==> src/rtl/uart_pkg.sv <==
// Shared types and constants for the UART framers.
// The majority helper turns three oversamples into one bit decision.
package uart_pkg;

  typedef enum logic [2:0] {
    IDLE,
    START,
    DATA,
    STOP,
    WAIT_IDLE
  } rx_state_t;

  localparam int OVERSAMPLE = 4;
  localparam int DATA_BITS  = 8;

  function automatic logic MAJ3(input logic a, input logic b, input logic c);
    return (a & b) | (a & c) | (b & c);
  endfunction

endpackage

==> src/rtl/uart_rx_framer_if.sv <==
// Byte-side handshake between the receive framer and its consumer
// (rx FIFO writer or CPU status logic).
interface uart_rx_framer_if;

  logic [uart_pkg::DATA_BITS-1:0] rx_byte;
  logic                           rx_valid;
  logic                           rx_ack;
  logic                           received;
  logic                           frame_error;
  logic                           overrun;
  logic                           is_receiving;

  modport master (
    output rx_byte, rx_valid, received, frame_error, overrun, is_receiving,
    input  rx_ack
  );

  modport slave (
    input  rx_byte, rx_valid, received, frame_error, overrun, is_receiving,
    output rx_ack
  );

endinterface

==> src/rtl/uart_baud_tick.sv <==
// Oversample tick generator: free-running down-counter with a reload input
// so a framer can re-align the tick grid to a detected start edge.
module uart_baud_tick #(
  parameter int CLOCK_DIVIDE = 651
) (
  input  logic clk,
  input  logic rst,
  input  logic i_reload,
  output logic o_tick
);

  localparam int CNT_W = (CLOCK_DIVIDE > 2) ? $clog2(CLOCK_DIVIDE) : 1;
  localparam logic [CNT_W-1:0] LOAD = CNT_W'(CLOCK_DIVIDE - 1);

  logic [CNT_W-1:0] r_count;

  always_ff @(posedge clk or negedge rst) begin
    if (!rst) begin
      r_count <= '0;
    end else if (i_reload || (r_count == '0)) begin
      r_count <= LOAD;
    end else begin
      r_count <= r_count - 1'b1;
    end
  end

  // A reload cycle never ticks, so the first tick lands a full period later.
  assign o_tick = (r_count == '0) && !i_reload;

endmodule

==> src/rtl/uart_rx_framer.sv <==
// 8N1 receive framer: synchronises rx, oversamples each bit 4x, votes on the
// middle three samples and hands bytes out through a one-deep valid/ack register.
module uart_rx_framer
  import uart_pkg::*;
#(
  parameter int CLOCK_DIVIDE = 651,
  parameter int SYNC_STAGES  = 2
) (
  input  logic             clk,
  input  logic             rst,
  input  logic             rx,
  uart_rx_framer_if.master rx_if
);

  localparam int PHASE_W = $clog2(OVERSAMPLE);
  localparam int IDX_W   = $clog2(DATA_BITS);
  localparam logic [PHASE_W-1:0] LAST_PHASE = PHASE_W'(OVERSAMPLE - 1);
  localparam logic [IDX_W-1:0]   LAST_BIT   = IDX_W'(DATA_BITS - 1);

  logic [SYNC_STAGES-1:0] r_sync;
  logic                   r_rxs_prev;
  logic                   w_rxs;
  logic                   w_fall;
  logic                   w_tick;
  logic                   w_reload;
  logic                   w_maj;
  logic                   w_decide;
  logic [PHASE_W-1:0]     w_phase_new;

  rx_state_t              r_state, w_state_next;
  logic [PHASE_W-1:0]     r_phase, w_phase_next;
  logic [IDX_W-1:0]       r_bit_idx, w_bit_idx_next;
  logic [1:0]             r_samp, w_samp_next;
  logic [DATA_BITS-1:0]   r_shift, w_shift_next;
  logic [DATA_BITS-1:0]   r_byte, w_byte_next;
  logic                   r_valid, w_valid_next;
  logic                   r_received, w_received_next;
  logic                   r_frame_err, w_frame_err_next;
  logic                   r_overrun, w_overrun_next;
  logic                   r_busy, w_busy_next;

  always_ff @(posedge clk or negedge rst) begin
    if (!rst) begin
      r_sync     <= '1;
      r_rxs_prev <= 1'b1;
    end else begin
      r_sync     <= {r_sync[SYNC_STAGES-2:0], rx};
      r_rxs_prev <= w_rxs;
    end
  end

  assign w_rxs    = r_sync[SYNC_STAGES-1];
  assign w_fall   = r_rxs_prev & ~w_rxs;
  assign w_reload = (r_state == IDLE) && w_fall;

  uart_baud_tick #(
    .CLOCK_DIVIDE (CLOCK_DIVIDE)
  ) u_baud_tick (
    .clk      (clk),
    .rst      (rst),
    .i_reload (w_reload),
    .o_tick   (w_tick)
  );

  // r_phase counts ticks already elapsed in the bit; the tick that advances it
  // to 1, 2 or 3 takes a sample, and the one reaching 3 decides the bit.
  assign w_phase_new = r_phase + 1'b1;
  assign w_decide    = w_tick && (w_phase_new == LAST_PHASE);
  assign w_maj       = MAJ3(r_samp[0], r_samp[1], w_rxs);

  always_comb begin
    w_state_next     = r_state;
    w_phase_next     = r_phase;
    w_bit_idx_next   = r_bit_idx;
    w_samp_next      = r_samp;
    w_shift_next     = r_shift;
    w_byte_next      = r_byte;
    w_valid_next     = r_valid;
    w_received_next  = 1'b0;
    w_frame_err_next = 1'b0;
    w_overrun_next   = r_overrun;

    if (w_tick) begin
      w_phase_next = w_phase_new;
      if (w_phase_new == PHASE_W'(1)) w_samp_next[0] = w_rxs;
      if (w_phase_new == PHASE_W'(2)) w_samp_next[1] = w_rxs;
    end

    if (rx_if.rx_ack && r_valid) begin
      w_valid_next   = 1'b0;
      w_overrun_next = 1'b0;
    end

    case (r_state)
      IDLE: begin
        if (w_fall) begin
          w_state_next   = START;
          w_phase_next   = '0;
          w_bit_idx_next = '0;
        end
      end
      START: begin
        if (w_decide) begin
          w_state_next   = w_maj ? IDLE : DATA;
          w_bit_idx_next = '0;
        end
      end
      DATA: begin
        if (w_decide) begin
          w_shift_next = {w_maj, r_shift[DATA_BITS-1:1]};
          if (r_bit_idx == LAST_BIT) begin
            w_state_next = STOP;
          end else begin
            w_bit_idx_next = r_bit_idx + 1'b1;
          end
        end
      end
      STOP: begin
        if (w_decide) begin
          if (w_maj) begin
            w_byte_next     = r_shift;
            w_valid_next    = 1'b1;
            w_received_next = 1'b1;
            // An unacked byte is being overwritten; a same-cycle ack consumed it.
            if (r_valid && !rx_if.rx_ack) w_overrun_next = 1'b1;
            w_state_next    = IDLE;
          end else begin
            w_frame_err_next = 1'b1;
            w_state_next     = WAIT_IDLE;
          end
        end
      end
      WAIT_IDLE: begin
        if (w_tick && w_rxs) w_state_next = IDLE;
      end
      default: w_state_next = IDLE;
    endcase

    w_busy_next = (w_state_next != IDLE);
  end

  always_ff @(posedge clk or negedge rst) begin
    if (!rst) begin
      r_state     <= IDLE;
      r_phase     <= '0;
      r_bit_idx   <= '0;
      r_samp      <= '0;
      r_shift     <= '0;
      r_byte      <= '0;
      r_valid     <= 1'b0;
      r_received  <= 1'b0;
      r_frame_err <= 1'b0;
      r_overrun   <= 1'b0;
      r_busy      <= 1'b0;
    end else begin
      r_state     <= w_state_next;
      r_phase     <= w_phase_next;
      r_bit_idx   <= w_bit_idx_next;
      r_samp      <= w_samp_next;
      r_shift     <= w_shift_next;
      r_byte      <= w_byte_next;
      r_valid     <= w_valid_next;
      r_received  <= w_received_next;
      r_frame_err <= w_frame_err_next;
      r_overrun   <= w_overrun_next;
      r_busy      <= w_busy_next;
    end
  end

  assign rx_if.rx_byte      = r_byte;
  assign rx_if.rx_valid     = r_valid;
  assign rx_if.received     = r_received;
  assign rx_if.frame_error  = r_frame_err;
  assign rx_if.overrun      = r_overrun;
  assign rx_if.is_receiving = r_busy;

endmodule

==> src/flat_wrapper.sv <==
// flat-port wrapper written by rule: the top's interface ports become plain ports
module uart_rx_framer_flat import uart_pkg::*;
#(
  parameter int CLOCK_DIVIDE = 651,
  parameter int SYNC_STAGES  = 2
)
  (clk, rst, rx, rx_if_rx_byte, rx_if_rx_valid, rx_if_received, rx_if_frame_error, rx_if_overrun, rx_if_is_receiving, rx_if_rx_ack);
  uart_rx_framer_if rx_if_i ();
  input  logic clk;
  input  logic rst;
  input  logic rx;
  output wire logic [$bits(rx_if_i.rx_byte)-1:0] rx_if_rx_byte;
  output wire logic [$bits(rx_if_i.rx_valid)-1:0] rx_if_rx_valid;
  output wire logic [$bits(rx_if_i.received)-1:0] rx_if_received;
  output wire logic [$bits(rx_if_i.frame_error)-1:0] rx_if_frame_error;
  output wire logic [$bits(rx_if_i.overrun)-1:0] rx_if_overrun;
  output wire logic [$bits(rx_if_i.is_receiving)-1:0] rx_if_is_receiving;
  input wire logic [$bits(rx_if_i.rx_ack)-1:0] rx_if_rx_ack;
  assign rx_if_rx_byte = rx_if_i.rx_byte;
  assign rx_if_rx_valid = rx_if_i.rx_valid;
  assign rx_if_received = rx_if_i.received;
  assign rx_if_frame_error = rx_if_i.frame_error;
  assign rx_if_overrun = rx_if_i.overrun;
  assign rx_if_is_receiving = rx_if_i.is_receiving;
  assign rx_if_i.rx_ack = rx_if_rx_ack;
  uart_rx_framer #(.CLOCK_DIVIDE(CLOCK_DIVIDE), .SYNC_STAGES(SYNC_STAGES)) u_core (.clk(clk), .rst(rst), .rx(rx), .rx_if(rx_if_i));
endmodule
==> config.mk <==
export PLATFORM = sky130hd
export DESIGN_NAME = uart_rx_framer_flat
export DESIGN_NICKNAME = d
export VERILOG_FILES = /design/src/rtl/uart_pkg.sv /design/src/rtl/uart_rx_framer_if.sv /design/src/rtl/uart_baud_tick.sv /design/src/rtl/uart_rx_framer.sv /design/src/flat_wrapper.sv
export SDC_FILE = /design/constraint.sdc
export NUM_CORES = 1
export LEC_CHECK = 0
export ABC_AREA = 1
export CORE_ASPECT_RATIO = 1.75
export CORE_MARGIN = 5
export CORE_UTILIZATION = 45
export DETAILED_ROUTE_END_ITERATION = 6
export DONT_BUFFER_PORTS = 1
export PLACE_DENSITY = 0.59
export REMOVE_ABC_BUFFERS = 1
export SLEW_MARGIN = 20
export SYNTH_ARGS = -nofsm -noshare
export SYNTH_HDL_FRONTEND = slang
export SYNTH_SLANG_ARGS = --single-unit
==> constraint.sdc <==
create_clock -name clk -period 4.1 [get_ports clk]
set_clock_uncertainty 0.2 [all_clocks]
set_input_delay 0.615 -clock clk [delete_from_list [all_inputs] [get_ports clk]]
set_output_delay 0.615 -clock clk [all_outputs]
set_load 0.1 [all_outputs]
==> results.yml, run 1 <==
sta:
  period_needed_ns: 2.08
  max_clk_rate_ghz: 0.480
  final.setup.tns_ns: 0
  setup_viol: 0
  final-max-slew-violation-count: 0
  timing.final.crit_share_pct: 50.8
  number_of_hold_slack_violations_in_the_final_timing_report: 0
  worst_slew_margin_rel_pct: 37.3
  worstMarginPinSlew_ns: 0.940
  rsz0062_at_grt: "no"
die:
  num_rows: 32
  pin_count: 17
  vertical_die_dimension_um: 98.0
  die_width_um: 60.3
  die-area_mm2: 0.00591
  placeableCoreArea_mm2: 0.00436
  initial_cell_density_of_the_core_pct: 45.7
logic_synthesis:
  synthesis.area_per_instance_um2: 9.19
  postSynth.asyncResetShare_pct: 100
  share_of_cell_area_taken_by_muxes_after_synthesis_pct: 0
  synth_largest_area_cell: "dfrtp_1"
  synth.ff_latch_count: 44
  yosys.area_share.adder_pct: 3.77
  synth-edff-count: 0
  main_combinational_cell_family_by_area_after_synthesis: "simple AND/OR/NAND/NOR gates"
  post_synth_xor_area_fraction_pct: 0.879
  synth_cells: 217
  dominantRegCellSynth: "dfrtp_1"
  synth-compound-area-share_pct: 10.5
  post-synth-top-area-fraction_pct: 51.5
  ys_warn_count: 0
  ys_seq_area_share_pct: 55.4
  post_synth_num_cell_types: 27
  yosys-top-cells-area: "dfrtp_1 (51%), nand2_1 (9.8%), inv_1 (6.0%), o21ai_0 (4.5%), dfstp_2 (4.0%)"
  synthesis.area_mm2: 0.00199
  area_fraction_in_and_or_nand_and_nor_cells_after_synthesis_pct: 22.0
power_and_ir_drop:
  power_per_cell_area_mw_per_mm2: 455
  largest_vdd_supply_drop_mv: 0.313
  power.static_leakage_nw: 1.07
worst_setup_path:
  worstSetupPathType: "reg2out"
  worst-path-max-fanout: 4
  critical_path_required_ns: 3.28
  critPathLaunchType: "flop"
  worst_setup_path_end_kind: "output pin"
  arrival_worst_endpoint_ns: 1.27
hold_path:
  worst_hold_path_type: "in2reg"
clock_network:
  cts-htree-levels: 2
  cts_resized: 0
  post_cts_buffers: 0
  cell_at_the_root_of_the_clock_tree: "clkbuf_8"
  clkSlewWorstSetupHoldPaths_ns: 0.09
  hold_buffers: 2
  max-clock-path-buffers: 2
  cts_tree: "done"
  cts.sink_count: 44
  cts-buffers-inserted: 5
  worstSkewPairLatency_ns: 0.30
global_route:
  grt_pass1_wl_um: 6220
  vias_in_the_first_global_route: 1424
  number_of_antenna_violations_at_the_first_check_in_global_routing: 0
  gr-total-overflow: 0
  grt_start_max_net_pins: 45
  global_route.usage.total_pct: 13.7
placement:
  finalWeightedCongestion: 0.783
  port-buffer-count: 0
  dpl.hpwl_um: 2520
  post_place_instance_area_mm2: 0.00203
cells_and_area:
  final_nets: 234
  layout_commonest_cell: "nand2_1"
  fillCellCount: 428
  layout-drive-gt1-share_pct: 12.4
  antenna_cells: 0
  areaGrowthSynthToFinish_pct: 8.60
  layout_common_cells: "nand2_1 (52), dfrtp_1 (41), inv_1 (32)"
  layout.cell_area.non_filler_mm2: 0.00216
route:
  drt-total-wl_um: 3480
  antenna_violating_nets_post_route: 0
  drt_iter0_drc: 58
  route.vias.total: 1354
  1st_pass_router_iterations: 4
  drt-wirelength-per-cell_um: 12.6
  route.detailed.drc: 0
  route.detailed.vias_per_inst: 4.91
run:
  maximum_capacitance_violations: 0
outcome:
  run_status: "finished, final reports clean"
==> cells by family after synthesis <==
kind of cell    count (synthesis)
fa+ha+maj                       6
flops                          44
buf+inv                        35
compound gates                 35
xor+xnor                        2
simple gates                   95
==> registers in the layout (all words and copies together) (netlist names), named ones only <==
register	cells
u_core.u_baud_tick.r_count	10
u_core.r_shift	8
u_core.rx_if.rx_byte	8
u_core.r_bit_idx	3
u_core.r_state	3
u_core.r_phase	2
u_core.r_samp	2
u_core.r_sync	2
u_core.r_rxs_prev	1
u_core.rx_if.frame_error	1
u_core.rx_if.is_receiving	1
u_core.rx_if.received	1
u_core.rx_if.rx_valid	1
==> report_power, final <==
group / switching, W / internal [W] / leakage, nW / total, W
registers: 0.0000583 / 0.000485 / 0.571 / 0.000544
logic: 0.0000980 / 0.0000605 / 0.450 / 0.000158
clock network: 0.000148 / 0.000135 / 0.0510 / 0.000283
==> synth_stat cells, types with 2 or more instances <==
library cell	count
dfstp_2	3
xor2_1	2
ha_1	6
o21ai_2	7
o21ai_0	18
buf_6	2
a21oi_1	6
nand3_1	7
nand2_2	3
nor3_1	4
dfrtp_1	41
nor2_1	21
nand2_1	52
inv_1	32
==> path summary, 6_finish.rpt <==
kind	startpoint	end	slack, ns	cells after the start
worst max-delay path	u_core.rx_if.rx_valid	rx_if_rx_valid	2.02	0
worst min-delay path	rx	u_core.r_sync[0]	0.11	0
worst max register to register	u_core.u_baud_tick.r_count[0]	u_core.rx_if.rx_byte[2]	2.06	9
worst min register to register	u_core.r_sync[0]	u_core.r_sync[1]	0.16	0
max in group asynchronous	rst	u_core.r_rxs_prev	2.82	2
min in group asynchronous	rst	u_core.rx_if.received	0.62	2
==> metal layers <==
metal	part of all wire, %	vias up	GRT usage (%)
met5	0	-	0
met4	2.3	0	6.14
met3	3.4	5	2.91
met2	52	17	23.1
met1	42	634	15.9
li1	-	698	-
==> metrics by stage <==
| stage | worst slack [ns] | util [%] | hold slack [ns] | cells | power (W) |
|---|---|---|---|---|---|
| floorplan | 2.24 | - | 0.119 | 215 | 0.000670 |
| global placement | 2.13 | 46.6 | 0.121 | 266 | 0.000701 |
| detailed placement | 2.03 | 46.6 | 0.121 | 266 | 0.000704 |
| CTS | 2.00 | 49.6 | 0.101 | 276 | 0.00100 |
| global route | 1.88 | 49.6 | 0.0914 | 276 | 0.00105 |
| finish | 2.02 | 49.6 | 0.112 | 276 | 0.000985 |
==> cell type report <==
type | instances | area (µm²) | area share (%)
Tap cell | 51 | 63.8 | 2.95
Multi-Input combinational cell | 138 | 742 | 34.3
Clock buffer | 6 | 82.6 | 3.82
Clock inverter | 2 | 10.0 | 0.462
Timing Repair Buffer | 2 | 37.5 | 1.73
Sequential cell | 44 | 1100 | 51.0
Inverter | 33 | 124 | 5.72
Note: power is estimated with default switching activity, not from simulation.
==> run 2: changes to the inputs <==
==> constraint.sdc (replaced) <==
create_clock -name clk -period 1.95 [get_ports clk]
set_clock_uncertainty 0.2 [all_clocks]
set_input_delay 0.2925 -clock clk [delete_from_list [all_inputs] [get_ports clk]]
set_output_delay 0.2925 -clock clk [all_outputs]
set_load 0.1 [all_outputs]
==> results.yml, run 2 (synthesis results as in run 1) <==
route:
  drt_iter0_drc: 48
  route.vias.total: 1502
  route.detailed.drc: 0
  drt-wirelength-per-cell_um: 12.3
  1st_pass_router_iterations: 4
  drt-total-wl_um: 3760
  route.detailed.vias_per_inst: 4.91
  antenna_violating_nets_post_route: 0
power_and_ir_drop:
  largest_vdd_supply_drop_mv: 0.713
  finalPower_w: 0.00260
  power_per_cell_area_mw_per_mm2: 1030
  power.static_leakage_nw: 1.28
cells_and_area:
  antenna_cells: 0
  layout_commonest_cell: "nand2_1"
  layout-drive-gt1-share_pct: 26.7
  final_nets: 264
  areaGrowthSynthToFinish_pct: 26.7
  layout_common_cells: "nand2_1 (47), dfrtp_1 (40), inv_1 (30)"
  largest-register: "u_core.u_baud_tick.r_count"
  max_ffs_per_register: 10
  final_cell_count_no_fill: 306
  utilization_pct: 57.9
  fillCellCount: 390
global_route:
  grt_pass1_wl_um: 6580
  gr-max-usage-layer: "met2"
  grt.met2_usage_pct: 25.0
  global_route.usage.total_pct: 14.3
  grtUsageMet1_pct: 15.9
  vias_in_the_first_global_route: 1541
  number_of_antenna_violations_at_the_first_check_in_global_routing: 0
  gr-total-overflow: 0
  gr-usage-met3_pct: 2.51
  grt_start_max_net_pins: 45
die:
  placeableCoreArea_mm2: 0.00436
  initial_cell_density_of_the_core_pct: 45.7
  num_rows: 32
  die-area_mm2: 0.00591
  die_width_um: 60.3
  vertical_die_dimension_um: 98.0
  pin_count: 17
run:
  maximum_capacitance_violations: 0
worst_setup_path:
  worst-path-max-fanout: 8
  critical_path.reg2reg.startpoint: "u_core.u_baud_tick.r_count[7]"
  crit_path_cell_trace: "nor2_1, nand2_2, nor2_8, nand4_4, nor3_4, clkinv_4, nand2_1, o21ai_2"
  cp_top_family: "simple AND/OR/NAND/NOR gates"
  critical_path.n_buffers_inverters: 1
  timing.reg2reg.setup_slack_ns: 0.11
  critPathLaunchType: "flop"
  r2r.worst_path.cells: 8
  worstSetupPathType: "reg2reg"
  critical_path_depth: 8
  critical_path_required_ns: 1.94
  worst_setup_path_end_kind: "flop"
  arrival_worst_endpoint_ns: 1.84
  r2r-end: "u_core.rx_if.rx_byte[2]"
  cpMaxStageDelayCell: "dfrtp_1"
  worst_path_largest_cell_delay_ns: 0.40
clock_network:
  cts-buffers-inserted: 5
  cell_at_the_root_of_the_clock_tree: "clkbuf_8"
  cts.sink_count: 44
  worstSkewPairLatency_ns: 0.29
  clkSlewWorstSetupHoldPaths_ns: 0.09
  cts_tree: "done"
  max-clock-path-buffers: 2
  cts-htree-levels: 2
sta:
  number_of_hold_slack_violations_in_the_final_timing_report: 0
  period_needed_ns: 1.84
  worstMarginPinSlew_ns: 0.428
  max_clk_rate_ghz: 0.543
  timing.final.crit_share_pct: 94.5
  final-max-slew-violation-count: 0
  rsz0062_at_grt: "yes"
  setup_viol: 0
  finalHoldWorstSlack_ns: 0.162
  worst_slew_margin_rel_pct: 71.4
hold_path:
  worst_hold_path_type: "reg2reg"
  hold_depth: 0
  holdPathEnd: "u_core.r_sync[1]"
  hold_path.startpoint: "u_core.r_sync[0]"
outcome:
  run_status: "finished, final reports clean"
placement:
  post-place-cells: 286
  port-buffer-count: 0
  dpl.hpwl_um: 2580
  finalWeightedCongestion: 0.822
==> run 2: cell types whose count changed in the layout (fill, tap and decap cells not counted), sizes merged <==
cell | previous run | this run
bufinv | 0 | 3
clkinv | 2 | 1
dlygate4sd3 | 1 | 3
clkbuf | 6 | 5
buf | 1 | 28
==> run 2: through the flow <==
stage	setup slack (ns)	TNS, ns	cell area (µm²)
finish	0.107	0	2520
global route	-0.0173	-0.0702	2520
CTS	0.0470	0	2400
detailed placement	0.0577	0	2180
global placement	0.0798	0	2180
floorplan	0.0949	0	1970
==> run 2: worst max path at each step <==
stage | slack, ns | endpoint | startpoint
3_5_place_dp | 0.06 | u_core.rx_if.rx_byte[1] | u_core.u_baud_tick.r_count[0]
2_1_floorplan | 0.09 | u_core.rx_if.rx_byte[1] | u_core.u_baud_tick.r_count[0]
6_report | 0.11 | u_core.rx_if.rx_byte[2] | u_core.u_baud_tick.r_count[7]
4_1_cts | 0.05 | u_core.rx_if.rx_byte[1] | u_core.u_baud_tick.r_count[0]
3_3_place_gp | 0.08 | u_core.rx_if.rx_valid | u_core.r_state[1]
5_1_grt | -0.02 | u_core.rx_if.rx_byte[3] | u_core.u_baud_tick.r_count[2]
==> run 2: what timing repair did <==
item | 4_1_cts | 5_1_grt
hold buffers | 4 | 0
buffers inserted | 0 | 7
resized for setup | 0 | 25
endpoints found under the hold margin | 47 | 0
endpoints found under the setup margin | 0 | 23
==> run 2: final cells by class <==
type	instances	area [µm²]	area share, %
Clock buffer	5	68.8	2.73
Timing Repair Buffer	31	268	10.6
Inverter	33	129	5.10
Clock inverter	3	90.1	3.57
Sequential cell	44	1110	43.8
Tap cell	51	63.8	2.53
Timing Repair inverter	1	6.26	0.248
Multi-Input combinational cell	138	793	31.4
==> run 2: power by group <==
group	internal (W)	switching [W]
logic	0.000231	0.000313
registers	0.00102	0.0000799
clock network	0.000641	0.000310
total	0.00190	0.000703
==> run 2: routing by layer <==
layer	share of wire (%)	up-vias
met3	3.3	5
li1	-	759
met5	0	-
met2	55	25
met1	40	713
met4	1.6	0
